## src/rtl/vga_output.sv

```systemverilog
// VGA timing generator: free-running H/V counters pull RGB565 pixels from the
// output FIFO and drive the DAC with syncs, blank and coordinates aligned.
module vga_output #(
  parameter int X_RES         = 800,
  parameter int Y_RES         = 600,
  parameter int H_FRONT_PORCH = 40,
  parameter int H_SYNC        = 128,
  parameter int H_BACK_PORCH  = 88,
  parameter int V_FRONT_PORCH = 1,
  parameter int V_SYNC        = 4,
  parameter int V_BACK_PORCH  = 23,
  parameter bit SYNC_ACTIVE   = 1'b1
) (
  input  logic        hw_pixel_clk,
  input  logic        hw_rst_n,
  input  logic [15:0] fifo_read_data,
  input  logic        fifo_empty,
  output logic        fifo_read_request,
  input  logic        underflow_clear,
  output logic [15:0] hw_rgb_out,
  output logic        hw_hsync_out,
  output logic        hw_vsync_out,
  output logic        hw_blank_n,
  output logic [10:0] pixel_x,
  output logic [10:0] pixel_y,
  output logic        frame_start,
  output logic        underflow_flag,
  output logic [15:0] underflow_count
);

  localparam int H_TOTAL = X_RES + H_FRONT_PORCH + H_SYNC + H_BACK_PORCH;
  localparam int V_TOTAL = Y_RES + V_FRONT_PORCH + V_SYNC + V_BACK_PORCH;
  localparam int HS_BEG  = X_RES + H_FRONT_PORCH;
  localparam int HS_END  = HS_BEG + H_SYNC;
  localparam int VS_BEG  = Y_RES + V_FRONT_PORCH;
  localparam int VS_END  = VS_BEG + V_SYNC;

  localparam logic [10:0] H_LAST = 11'(H_TOTAL - 1);
  localparam logic [10:0] V_LAST = 11'(V_TOTAL - 1);

  typedef struct packed {
    logic        valid;
    logic        active;
    logic        hs;
    logic        vs;
    logic        starve;
    logic [10:0] h;
    logic [10:0] v;
  } st1_t;

  logic [10:0] h;
  logic [10:0] v;
  logic        active0;
  logic        hs0;
  logic        vs0;
  st1_t        s1;

  assign active0 = (h < 11'(X_RES)) && (v < 11'(Y_RES));
  assign hs0     = (h >= 11'(HS_BEG)) && (h < 11'(HS_END));
  assign vs0     = (v >= 11'(VS_BEG)) && (v < 11'(VS_END));

  assign fifo_read_request = active0 && !fifo_empty && hw_rst_n;

  always_ff @(posedge hw_pixel_clk or negedge hw_rst_n) begin
    if (!hw_rst_n) begin
      h <= '0;
      v <= '0;
    end else if (h == H_LAST) begin
      h <= '0;
      v <= (v == V_LAST) ? 11'd0 : v + 11'd1;
    end else begin
      h <= h + 11'd1;
    end
  end

  // valid keeps the reset-time zeros in s1 from faking a frame_start
  always_ff @(posedge hw_pixel_clk or negedge hw_rst_n) begin
    if (!hw_rst_n) begin
      s1 <= '0;
    end else begin
      s1 <= '{valid:  1'b1,
              active: active0,
              hs:     hs0,
              vs:     vs0,
              starve: active0 && fifo_empty,
              h:      h,
              v:      v};
    end
  end

  always_ff @(posedge hw_pixel_clk or negedge hw_rst_n) begin
    if (!hw_rst_n) begin
      hw_rgb_out   <= '0;
      hw_blank_n   <= 1'b0;
      hw_hsync_out <= ~SYNC_ACTIVE;
      hw_vsync_out <= ~SYNC_ACTIVE;
      pixel_x      <= '0;
      pixel_y      <= '0;
      frame_start  <= 1'b0;
    end else begin
      hw_rgb_out   <= (s1.active && !s1.starve) ? fifo_read_data : 16'h0000;
      hw_blank_n   <= s1.active;
      hw_hsync_out <= s1.hs ? SYNC_ACTIVE : ~SYNC_ACTIVE;
      hw_vsync_out <= s1.vs ? SYNC_ACTIVE : ~SYNC_ACTIVE;
      pixel_x      <= s1.h;
      pixel_y      <= s1.v;
      frame_start  <= s1.valid && (s1.h == 11'd0) && (s1.v == 11'd0);
    end
  end

  // a clear in the same cycle as a starved pixel keeps that pixel counted
  always_ff @(posedge hw_pixel_clk or negedge hw_rst_n) begin
    if (!hw_rst_n) begin
      underflow_flag  <= 1'b0;
      underflow_count <= '0;
    end else if (underflow_clear) begin
      underflow_flag  <= s1.starve;
      underflow_count <= {15'd0, s1.starve};
    end else if (s1.starve) begin
      underflow_flag <= 1'b1;
      if (underflow_count != 16'hFFFF)
        underflow_count <= underflow_count + 16'd1;
    end
  end

endmodule

```

## config.mk

```make
export PLATFORM = sky130hd
export DESIGN_NAME = vga_output
export DESIGN_NICKNAME = d
export VERILOG_FILES = /design/src/rtl/vga_output.sv
export SDC_FILE = /design/constraint.sdc
export NUM_CORES = 1
export LEC_CHECK = 0
export ABC_AREA = 1
export BUFFER_PORTS_ARGS = -buffer_cell sky130_fd_sc_hd__buf_2
export CORE_MARGIN = 2
export CORE_UTILIZATION = 38
export CTS_CLUSTER_DIAMETER = 200
export DETAILED_ROUTE_END_ITERATION = 10
export PLACE_DENSITY = 0.68
export REMOVE_ABC_BUFFERS = 1
export SETUP_SLACK_MARGIN = 0.4
export SLEW_MARGIN = 20
export SYNTH_ARGS = -nofsm -noshare
export SYNTH_HDL_FRONTEND = slang
export SYNTH_SLANG_ARGS = --single-unit
```

## constraint.sdc

```tcl
create_clock -name hw_pixel_clk -period 1.47 [get_ports hw_pixel_clk]
set_input_delay 0.0735 -clock hw_pixel_clk [delete_from_list [all_inputs] [get_ports hw_pixel_clk]]
set_output_delay 0.0735 -clock hw_pixel_clk [all_outputs]
set_load 0.1 [all_outputs]
```

# Yosys cells after proc, flatten, opt, wreduce, memory -nomap -nowiden
# Cells that the tools add are included.
# totals
regBits	108
in_bits	20
out_inout_bits	60
word_cells	56
# classes
add_sub_neg	3
order_cmp	6
eq_ne	3
mux	10
n_reduce_logical	16
# op_table
op	count
2-to-1 mux 16 bit	4
< comparator 11 x 10 -> 1 bit (second input constant)	4
adder 11 x 1 -> 11 bit (second input constant)	2
>= comparator 11 x 10 -> 1 bit (second input constant)	2
logical NOT 11 bit	2
2-to-1 mux 11 bit	2
adder 16 x 1 -> 16 bit (second input constant)	1
inequality test 16 bit (second input constant)	1
== test 11 x 10 -> 1 bit (second input constant)	1
== test 11 bit (second input constant)	1
logical AND 1 bit	9
2-to-1 mux 1 bit	4
nonzero test 2 bit	2
logical NOT 1 bit	2
AND reduction 2 bit	1

# Depth between registers and ports, before layout
# Gate-level depths: netlist of run 1.
# logic_depth
ltp_word	4
depth_mapped	10
ltp_nobuf	9

# Least setup slack after synthesis of run 1
# OpenSTA, ideal clock, no wires.
# synth_path
path_kind	register to register
start	reg underflow_count[1]
end	reg underflow_count[11]
setup_time_ns	0.077
arrival_time_ns	2.143
t_required_ns	1.393
setup_slack_ns	-0.750
stages_incl_launch_ff	11
n_path_buf	1
synth_period_minus_slack_ns	2.220
cell_sequence	dfrtp_1 > ha_1 > nand2_1 > nor2_4 > nand2_4 > nor2_4 > nand2_4 > nand2_8 > buf_8 > nand2_1 > o21ai_2
# synth_between
elab_chain_len	4
elab_cells_between_ends	7
classes_between	add/sub (1); eq/ne (1); mux (3); reduce/logical (2)
# synth_lines
element	line_no	rtl
start, declared	28	output logic [15:0] underflow_count
start signal, assigned	118	underflow_count <= {15'd0, s1.starve};
start signal, assigned	122	underflow_count <= underflow_count + 16'd1;
adder 16 x 1 -> 16 bit	122	
2-to-1 mux 16 bit	121	if (underflow_count != 16'hFFFF)
2-to-1 mux 16 bit	119	end else if (s1.starve) begin
2-to-1 mux 16 bit	116	end else if (underflow_clear) begin
# Parallel ways exist; a longest one is shown, timed or not. The select of a mux whose other input is x is not followed.
# A chain may end at the register's enable or synchronous reset.

# Final worst setup path of run 1
# layout_path
start	reg underflow_count[0]
end	reg underflow_count[7]
# Same word-level chain as after synthesis.

==> flow_summary.ini, run 1 <==
[timing]
fmax_ghz = 0.6319
rsz0062_at_grt = yes
drv_slew = 0
whs_ns = 0.1060
finalWorstSetupSlack_ns = -0.1124
setup_violations = 26
finalHoldViolCount = 0
finalCritPeriodShare = 1.076
worst_pin_slew_ns = 0.7456
maxSlewHeadroom = 0.5024
setup_tns_ns = -1.797
skew_ns = 0.007321
finalCriticalPeriod_ns = 1.582

[power]
leakage_nw = 3.421
p_int_w = 0.004732
p_switching_w = 0.001483
finalPower_w = 0.006215
seq_power_share = 0.488
p_comb_frac = 0.099
sw_frac_of_total = 0.2386
power_density_nw_per_um2 = 906.6
peakVddDrop_v = 0.0005288
pwr-share-clk = 0.413

[min_path]
worstHoldEndpoint = underflow_count[6]
holdCritPathClass = in -> reg
hold_depth = 4
hp-start = underflow_clear

[worst_setup_path]
critPathKind = reg -> reg
max_stage_delay_ns = 0.41
crit_family = simple AND/OR/NAND/NOR gates
worst_r2r_endpoint = underflow_count[7]
crit_arrival_ns = 1.84
crit_required_ns = 1.73
reg2reg_depth = 9
path_buf_inv = 0
crit_path_top_delay_cell = dfrtp_1
reg2reg_slack_ns = -0.11
critical_path.cell_chain = ha_4 > nand2_4 > nor2_4 > nand2_4 > nor2_4 > nand2_8 > nand2_8 > nand2_1 > o21ai_1
end_kind = flop
start_kind = flop
cp_max_fo = 5
rr_startpoint = underflow_count[0]

[cts]
clk_path_buf_depth = 2
clkSinkCount = 108
clk_latency_ns = 0.34
cts-root-buf = clkbuf_16
path_clk_slew_ns = 0.07
tritoncts = yes
htree_levels = 3
numCtsBuffers = 9

[floorplanning]
rows = 39
floorplan.initialDensity = 0.3871
fp.dieW_um = 111.6
die_area_um2 = 12460
coreArea_um2 = 11370
boundaryPins = 80
die_height_um = 111.6

[global_routing]
grt_max_degree = 109
grt_overflow = 0
track_usage = 0.1841
grt_pass1_wl_mm = 18.27
grt_pass1_vias = 3869
grt_antenna_before_repair = 0

[synth]
synthTopCellsByArea = dfrtp_1, nand2_1, nor2_1
yosysTopAreaCell = dfrtp_1
yosysSeqAreaShare = 0.6140
synth_cells = 468
yosys_warnings = 0
synth_area_per_cell_um2 = 9.405
synth_seq_cells = 108
synth_area_um2 = 4402
post_synth_num_cell_types = 29
synth_top_area_frac = 0.6140

[route]
drtIter0Drc = 243
drt_wl_total_mm = 11.61
wl_per_cell_um = 14.83
antenna_left = 0
route.detailed.drc = 0
drtPass1Iterations = 4
vias = 3728
via_per_inst = 4.761

[final_layout]
fin_cells = 783
final_cell_area_um2 = 6855
final_cell_mix = dfrtp_1, nand2_1, buf_4
fillers = 892
antenna_cells = 0
nNetsFinal = 660
multi_input_area_um2 = 1848
regArea_um2 = 2720
layout_commonest_cell = dfrtp_1
drive_above_1_share = 0.4016
area_growth_syn_to_layout_pct = 55.74

[flow_run]
cap_viol_max_count = 0

[status]
status = finished with violations
violations = negative setup slack

[place]
place_congestion = 0.9043
port_buffers = 79
dp.final_hpwl_mm = 6.608
dp.cells = 716
dpl_cell_area_um2 = 5200
[sequential cells by signal, summed over array words and instances, names as in the netlist]
name and count:
pixel_x 11, h 11, s1 27, hw_blank_n 1
v 11, underflow_flag 1, pixel_y 11, underflow_count 16
hw_rgb_out 16, hw_hsync_out 1, hw_vsync_out 1, frame_start 1
[final cells by class]
cell class,instances,share of cell area
Timing Repair Buffer,156,0.2250
Tap cell,143,0.02610
Sequential cell,108,0.3968
Clock inverter,4,0.01059
Clock buffer,12,0.03596
Multi-Input combinational cell,295,0.2696
Inverter,65,0.03596
[repair_timing]
action | in CTS | in global routing
gates resized for setup | 197 | 62
buffers inserted | 16 | 14
hold endpoints to repair | 125 | 0
cloned | 3 | 0
pin swaps | 28 | 18
hold buffers | 18 | 0
setup endpoints to repair | 116 | 84
[stage by stage]
step	util	worst slack, ns
floorplan	-	-0.7099
global placement	0.4574	0.02145
detailed placement	0.4574	-0.01951
CTS	0.5711	-0.1601
global route	0.6029	-0.1868
finish	0.6029	-0.1124
[worst min-delay path: stages]
cell	delay, ns
buf_2	0.16
nor3_1	0.08
nand2_1	0.05
nand2_1	0.05
[cell families (layout without fill, tap and decap cells)]
family | count (synthesis) | after routing | share of synthesized area
XOR/XNOR | 14 | 14 | 0.02786
flip-flops | 108 | 108 | 0.6140
adder cells (fa/ha/maj) | 5 | 5 | 0.01421
other | 1 | 1 | 0.0008519
AND/OR/NAND/NOR | 247 | 250 | 0.2510
buffers and inverters | 68 | 237 | 0.06083
AO/OA/AOI/OAI | 25 | 25 | 0.03127
[power groups by stage]
stage          logic [W]  registers, W  clock network [W]
6_report        0.000618       0.00303            0.00257
5_1_grt         0.000658       0.00303            0.00275
4_1_cts         0.000577       0.00302            0.00263
3_5_place_dp    0.000476       0.00308                  0
3_3_place_gp    0.000471       0.00307                  0
2_1_floorplan  0.0000735       0.00331                  0
[worst max path at each step]
| stage | startpoint | endpoint | cells past startpoint |
|---|---|---|---|
| 3_5_place_dp | underflow_count[0] | underflow_count[14] | 9 |
| 3_3_place_gp | underflow_count[1] | underflow_count[14] | 9 |
| 5_1_grt | v[5] | fifo_read_request | 6 |
| 4_1_cts | v[7] | fifo_read_request | 6 |
| 2_1_floorplan | v[7] | fifo_read_request | 5 |
| 6_report | underflow_count[0] | underflow_count[7] | 9 |
[cell usage after synthesis]
cell        n
a211oi_1    2
nor2_2      2
nand3_1    32
buf_8       1
buf_2       1
ha_1        5
o21ai_0     3
xor2_1     12
xnor2_1     2
o21ai_1    11
or2_2       2
nand3b_1    4
a21oi_1     7
nand2_4     2
nand2_1   113
clkbuf_1    1
nand2_2     1
nor4_1      3
nor2_4      3
conb_1      1
inv_2       4
nand2_8     1
dfrtp_1   108
nand4_1    11
nor2_1     65
o21ai_2     2
inv_1      61
nor3_1      7
nor3_4      1
[metal layers]
| layer | global-route usage | share of wire |
|---|---|---|
| met1 | 0.2101 | 0.39 |
| met2 | 0.3418 | 0.55 |
| met3 | 0.04083 | 0.039 |
| met4 | 0.05844 | 0.022 |
| met5 | 0 | 0 |
(Power assumes the default switching activity.)
==> run 2: changes to the inputs <==
--- a/config.mk
+++ b/config.mk
@@ -15,3 +15,3 @@
 export REMOVE_ABC_BUFFERS = 1
-export SETUP_SLACK_MARGIN = 0.4
+export SETUP_SLACK_MARGIN = 0.1
 export SLEW_MARGIN = 20
--- a/constraint.sdc
+++ b/constraint.sdc
@@ -3,2 +3,2 @@
 set_output_delay 0.0735 -clock hw_pixel_clk [all_outputs]
-set_load 0.1 [all_outputs]
+set_load 0.02 [all_outputs]
==> run 2 against run 1 <==
  * Combinational power down 46%
  * First-iteration DRC count down 1.6%
  * Core utilization down 6.8 points
  * Critical endpoint is now fifo_read_request
  * Via count up 0.11%
  * Design area down 11%
  * Count of clock-buffer cells in the layout unchanged
  * Die area unchanged
  * Clock power down 18%
  * Global-route usage down 0.97 points
  * Sequential power about the same
  * The run still ends with negative setup slack left
==> flow_summary.ini, run 2 (same netlist as run 1, synthesis figures left out) <==
[final_layout]
regArea_um2 = 2713
largest_reg_flops = 27
nNetsFinal = 651
layout_commonest_cell = dfrtp_1
top_register = s1
fin_cells = 772
multi_input_area_um2 = 1704
final_cell_mix = dfrtp_1, nand2_1, buf_2
drive_above_1_share = 0.3529
antenna_cells = 0
reg.largest.list = s1: 27 flops, hw_rgb_out: 16 flops, underflow_count: 16 flops
fillers = 982
area_growth_syn_to_layout_pct = 38.15

[worst_setup_path]
path_common_cell = nand3_2
critical_path.cell_chain = inv_2 > nand3_2 > a21oi_2 > nand3_2 > nor2_4 > buf_6
critPathKind = reg -> out
crit_path_top_delay_cell = dfrtp_2
cp_max_fo = 2
start_kind = flop
end_kind = primary output
crit_arrival_ns = 1.48
crit_required_ns = 1.40
max_stage_delay_ns = 0.42

[place]
dp.cells = 711
dp.final_hpwl_mm = 6.682
place_congestion = 0.8893
port_buffers = 79

[timing]
maxSlewHeadroom = 0.4967
skew_ns = 0.004353
finalWorstSetupSlack_ns = -0.08335
finalHoldViolCount = 0
whs_ns = 0.08839
drv_slew = 0
setup_violations = 9
rsz0062_at_grt = yes
finalCritPeriodShare = 1.057
fmax_ghz = 0.6438
worst_pin_slew_ns = 0.7541
finalCriticalPeriod_ns = 1.553

[floorplanning]
fp.dieW_um = 111.6
floorplan.initialDensity = 0.3871
rows = 39
die_area_um2 = 12460
boundaryPins = 80
coreArea_um2 = 11370
die_height_um = 111.6

[cts]
clk_latency_ns = 0.34
path_clk_slew_ns = 0.06
clk_path_buf_depth = 2
clkSinkCount = 108
tritoncts = yes
htree_levels = 3
cts-root-buf = clkbuf_16
numCtsBuffers = 9

[global_routing]
grt_pass1_vias = 3818
grt_pass1_wl_mm = 17.51
grt_max_degree = 109
track_usage = 0.1744
grt_antenna_before_repair = 0
grt_overflow = 0

[route]
vias = 3732
via_per_inst = 4.834
drtIter0Drc = 239
drtPass1Iterations = 5
wl_per_cell_um = 13.83
drt_wl_total_mm = 10.68
route.detailed.drc = 0
antenna_left = 0

[status]
violations = negative setup slack
status = finished with violations

[flow_run]
cap_viol_max_count = 0

[power]
power_density_nw_per_um2 = 898.5
peakVddDrop_v = 0.0004891
leakage_nw = 3.183

[min_path]
holdCritPathClass = in -> reg
run 2: cell count changes in the layout (fill, tap and decap cells not counted), moves of 7 or more:
cell / change
buf_2: +59
buf_4: -18
nand2_4: -7
buf_12: -17
nand2_2: +7
buf_6: -33
run 2: final timing paths:
kind	from	end	slack [ns]	cells past startpoint
setup reg to reg	h[0]	h[10]	-0.05	7
min in group asynchronous	hw_rst_n	underflow_count[1]	0.43	3
hold / removal	underflow_clear	underflow_count[6]	0.09	4
hold reg to reg	s1[24]	hw_hsync_out	0.35	0
setup / recovery	h[6]	fifo_read_request	-0.08	6
max in group asynchronous	hw_rst_n	v[4]	0.61	3
run 2: layout make-up:
class                      count  area share
sequential                   108      0.4461
multi-input combinational    295      0.2802
timing repair buffer         147      0.1630
inverter                      65     0.04012
clock buffer                  12     0.03889
tap                          143     0.02942
clock inverter                 2    0.002263
run 2: through the flow:
step	setup slack [ns]	total power (W)	area, um2	setup TNS [ns]	util
floorplan	-0.03737	0.003185	4378	-0.4331	-
global placement	0.02657	0.003334	5147	0	0.4527
detailed placement	-0.03600	0.003342	5147	-0.04710	0.4527
CTS	-0.07688	0.005533	5907	-0.07688	0.5195
global route	-0.1500	0.005724	6081	-2.060	0.5348
finish	-0.08335	0.005463	6081	-0.1765	0.5348
run 2: per-layer routing:
layer,up-vias,part of all wire,GRT usage
met5,-,0,0
met4,0,0.031,0.08477
met3,37,0.049,0.03647
met2,129,0.51,0.2962
met1,1782,0.41,0.2121
li1,1784,-,-
run 2: worst max-delay path: cells and delay by family (launching register included):
| kind | cells | cell delay, ns |
|---|---|---|
| compound gates | 1 | 0.17 |
| flops | 1 | 0.42 |
| simple gates | 3 | 0.35 |
| buf+inv | 2 | 0.20 |
run 2: report_power, final:
group	total [W]	switching [W]	internal (W)
Sequential	0.00302	0.0000163	0.00301
Combinational	0.000331	0.000205	0.000126
Clock	0.00211	0.000979	0.00113
run 2: what timing repair did:
action                                 4_1_cts  5_1_grt
gates cloned                                 3        0
resized for setup                           45       36
pin swaps                                   16       15
hold buffers                                18        0
buffers inserted                            20        6
setup endpoints to repair                   33       32
endpoints found under the hold margin      125        0
==> run 3: changes to the inputs <==
- CORE_MARGIN: 2 -> 3
- RECOVER_POWER: not set -> 100
==> run 3 against run 2 <==
  * The run still ends with negative setup slack left
  * Die area up 3.6%
  * Clock skew up 0.0063 ns
  * Design area up 3.0%
  * Critical path depth unchanged
  * Register-to-register slack better by 0.06 ns
==> flow_summary.ini, run 3 (same netlist as run 1, synthesis figures left out) <==
[status]
status = finished with violations
violations = negative setup slack

[power]
peakVddDrop_v = 0.0007762
leakage_nw = 3.281
power_density_nw_per_um2 = 974.4

[place]
port_buffers = 79
pre_cts_ws_ns = -0.06723
place_congestion = 0.8553
dpl_cell_area_um2 = 5224
dp.final_hpwl_mm = 6.987

[timing]
whs_ns = 0.09020
setup_violations = 1
fmax_ghz = 0.6433
finalCriticalPeriod_ns = 1.555
finalCritPeriodShare = 1.058
maxSlewHeadroom = 0.6315
drv_slew = 0
finalWorstSetupSlack_ns = -0.08454
worst_pin_slew_ns = 0.5522
finalHoldViolCount = 0
skew_ns = 0.01069
rsz0062_at_grt = yes

[worst_setup_path]
critPathKind = reg -> out
max_stage_delay_ns = 0.41
crit_arrival_ns = 1.48
crit_family = simple AND/OR/NAND/NOR gates
reg2reg_slack_ns = 0.01
startpoint = v[4]
crit_required_ns = 1.40
cp_max_fo = 4
path_buf_inv = 1
critical_path.cell_chain = nand2_1 > nor3_1 > nand2_2 > nand3_2 > nor2_4 > buf_6
reg2reg_depth = 9
crit_path_top_delay_cell = dfrtp_1
end_kind = primary output
start_kind = flop
rr_startpoint = underflow_count[1]
worst_r2r_endpoint = underflow_count[7]

[cts]
cts-root-buf = clkbuf_16
tritoncts = yes
numCtsBuffers = 9
clk_latency_ns = 0.35
clkSinkCount = 108
path_clk_slew_ns = 0.07
clk_path_buf_depth = 2
htree_levels = 3

[min_path]
hp-start = underflow_clear
holdCritPathClass = in -> reg
hold_depth = 4
worstHoldEndpoint = underflow_count[6]

[route]
top_layer_used = met4
wl_met2_mm = 5.733
wl_per_cell_um = 14.10
drtIter0Drc = 312
drt_wl_total_mm = 10.98
wl_met1_mm = 4.538
antenna_left = 0
met3_length_um = 510
via_per_inst = 4.798
vias = 3738
route.detailed.drc = 0
drtPass1Iterations = 6

[global_routing]
grt_pass1_wl_mm = 17.35
grt_antenna_before_repair = 0
grt_pass1_vias = 3692
grt_max_degree = 97
track_usage = 0.1688
grt_overflow = 0

[final_layout]
reg.largest.list = s1: 27 flops, hw_rgb_out: 16 flops, underflow_count: 16 flops
antenna_cells = 0
fillers = 940
drive_above_1_share = 0.3631
final_cell_area_um2 = 6261
final_cell_mix = dfrtp_1, nand2_1, buf_2
layout_commonest_cell = dfrtp_1
area_growth_syn_to_layout_pct = 42.24
nNetsFinal = 659
largest_reg_flops = 27
top_register = s1

[floorplanning]
boundaryPins = 80
rows = 38
floorplan.initialDensity = 0.3973
die_height_um = 113.6
fp.dieW_um = 113.6
die_area_um2 = 12910
coreArea_um2 = 11080

[flow_run]
cap_viol_max_count = 0
==> run 3: cell type report <==
cell class	instances	area [um2]	area share
Clock buffer	10	229.0	0.03657
Multi-Input combinational cell	295	1753	0.2800
Inverter	65	244.0	0.03897
Clock inverter	6	111.4	0.01779
Sequential cell	108	2708	0.4325
Tap cell	140	175.2	0.02798
Timing Repair Buffer	155	1041	0.1663
==> run 3: layer usage <==
metal,up-vias,global-route usage
met3,20,0.04191
li1,1797,-
met2,100,0.2913
met1,1821,0.2053
met4,0,0.06090
met5,-,0
==> run 3: metrics by stage <==
stage | utilization | TNS (ns) | std cells | total power, W
3_5_place_dp | 0.4715 | -0.1490 | 717 | 0.003354
6_report | 0.5652 | -0.08454 | 779 | 0.006101
3_3_place_gp | 0.4715 | 0 | 717 | 0.003347
5_1_grt | 0.5652 | -1.151 | 779 | 0.006325
2_1_floorplan | - | -0.4331 | 465 | 0.003185
4_1_cts | 0.5456 | -0.07508 | 772 | 0.006156
==> run 3: what timing repair did <==
action                                  CTS  global route
hold endpoints to repair                 96             0
setup buffers                            20            11
pin swaps                                26            31
resized for setup                        43            57
hold buffers                             18             0
endpoints found under the setup margin   33            35
cloned                                    3             0
==> run 3: tightest hold or removal path: cells and delay by family <==
| kind | cells | cell delay, ns |
|---|---|---|
| buffers and inverters | 1 | 0.17 |
| and+or+nand+nor | 3 | 0.17 |
==> run 3: worst max path at each step <==
stage	endpoint	slack, ns	cells past startpoint
after global routing	fifo_read_request	-0.16	7
after CTS	fifo_read_request	-0.08	6
final	fifo_read_request	-0.08	6
after global placement	v[0]	0.06	7
after detailed placement	v[1]	-0.07	7
after floorplan	underflow_count[11]	-0.04	9
==> run 3: report_power, final <==
part           leakage, nW  internal (W)  switching, W  total [W]
Sequential            1.42       0.00300     0.0000170    0.00302
Combinational         1.70      0.000135      0.000211   0.000346
Clock                0.163       0.00167       0.00107    0.00273
Total                 3.28       0.00481       0.00129    0.00610
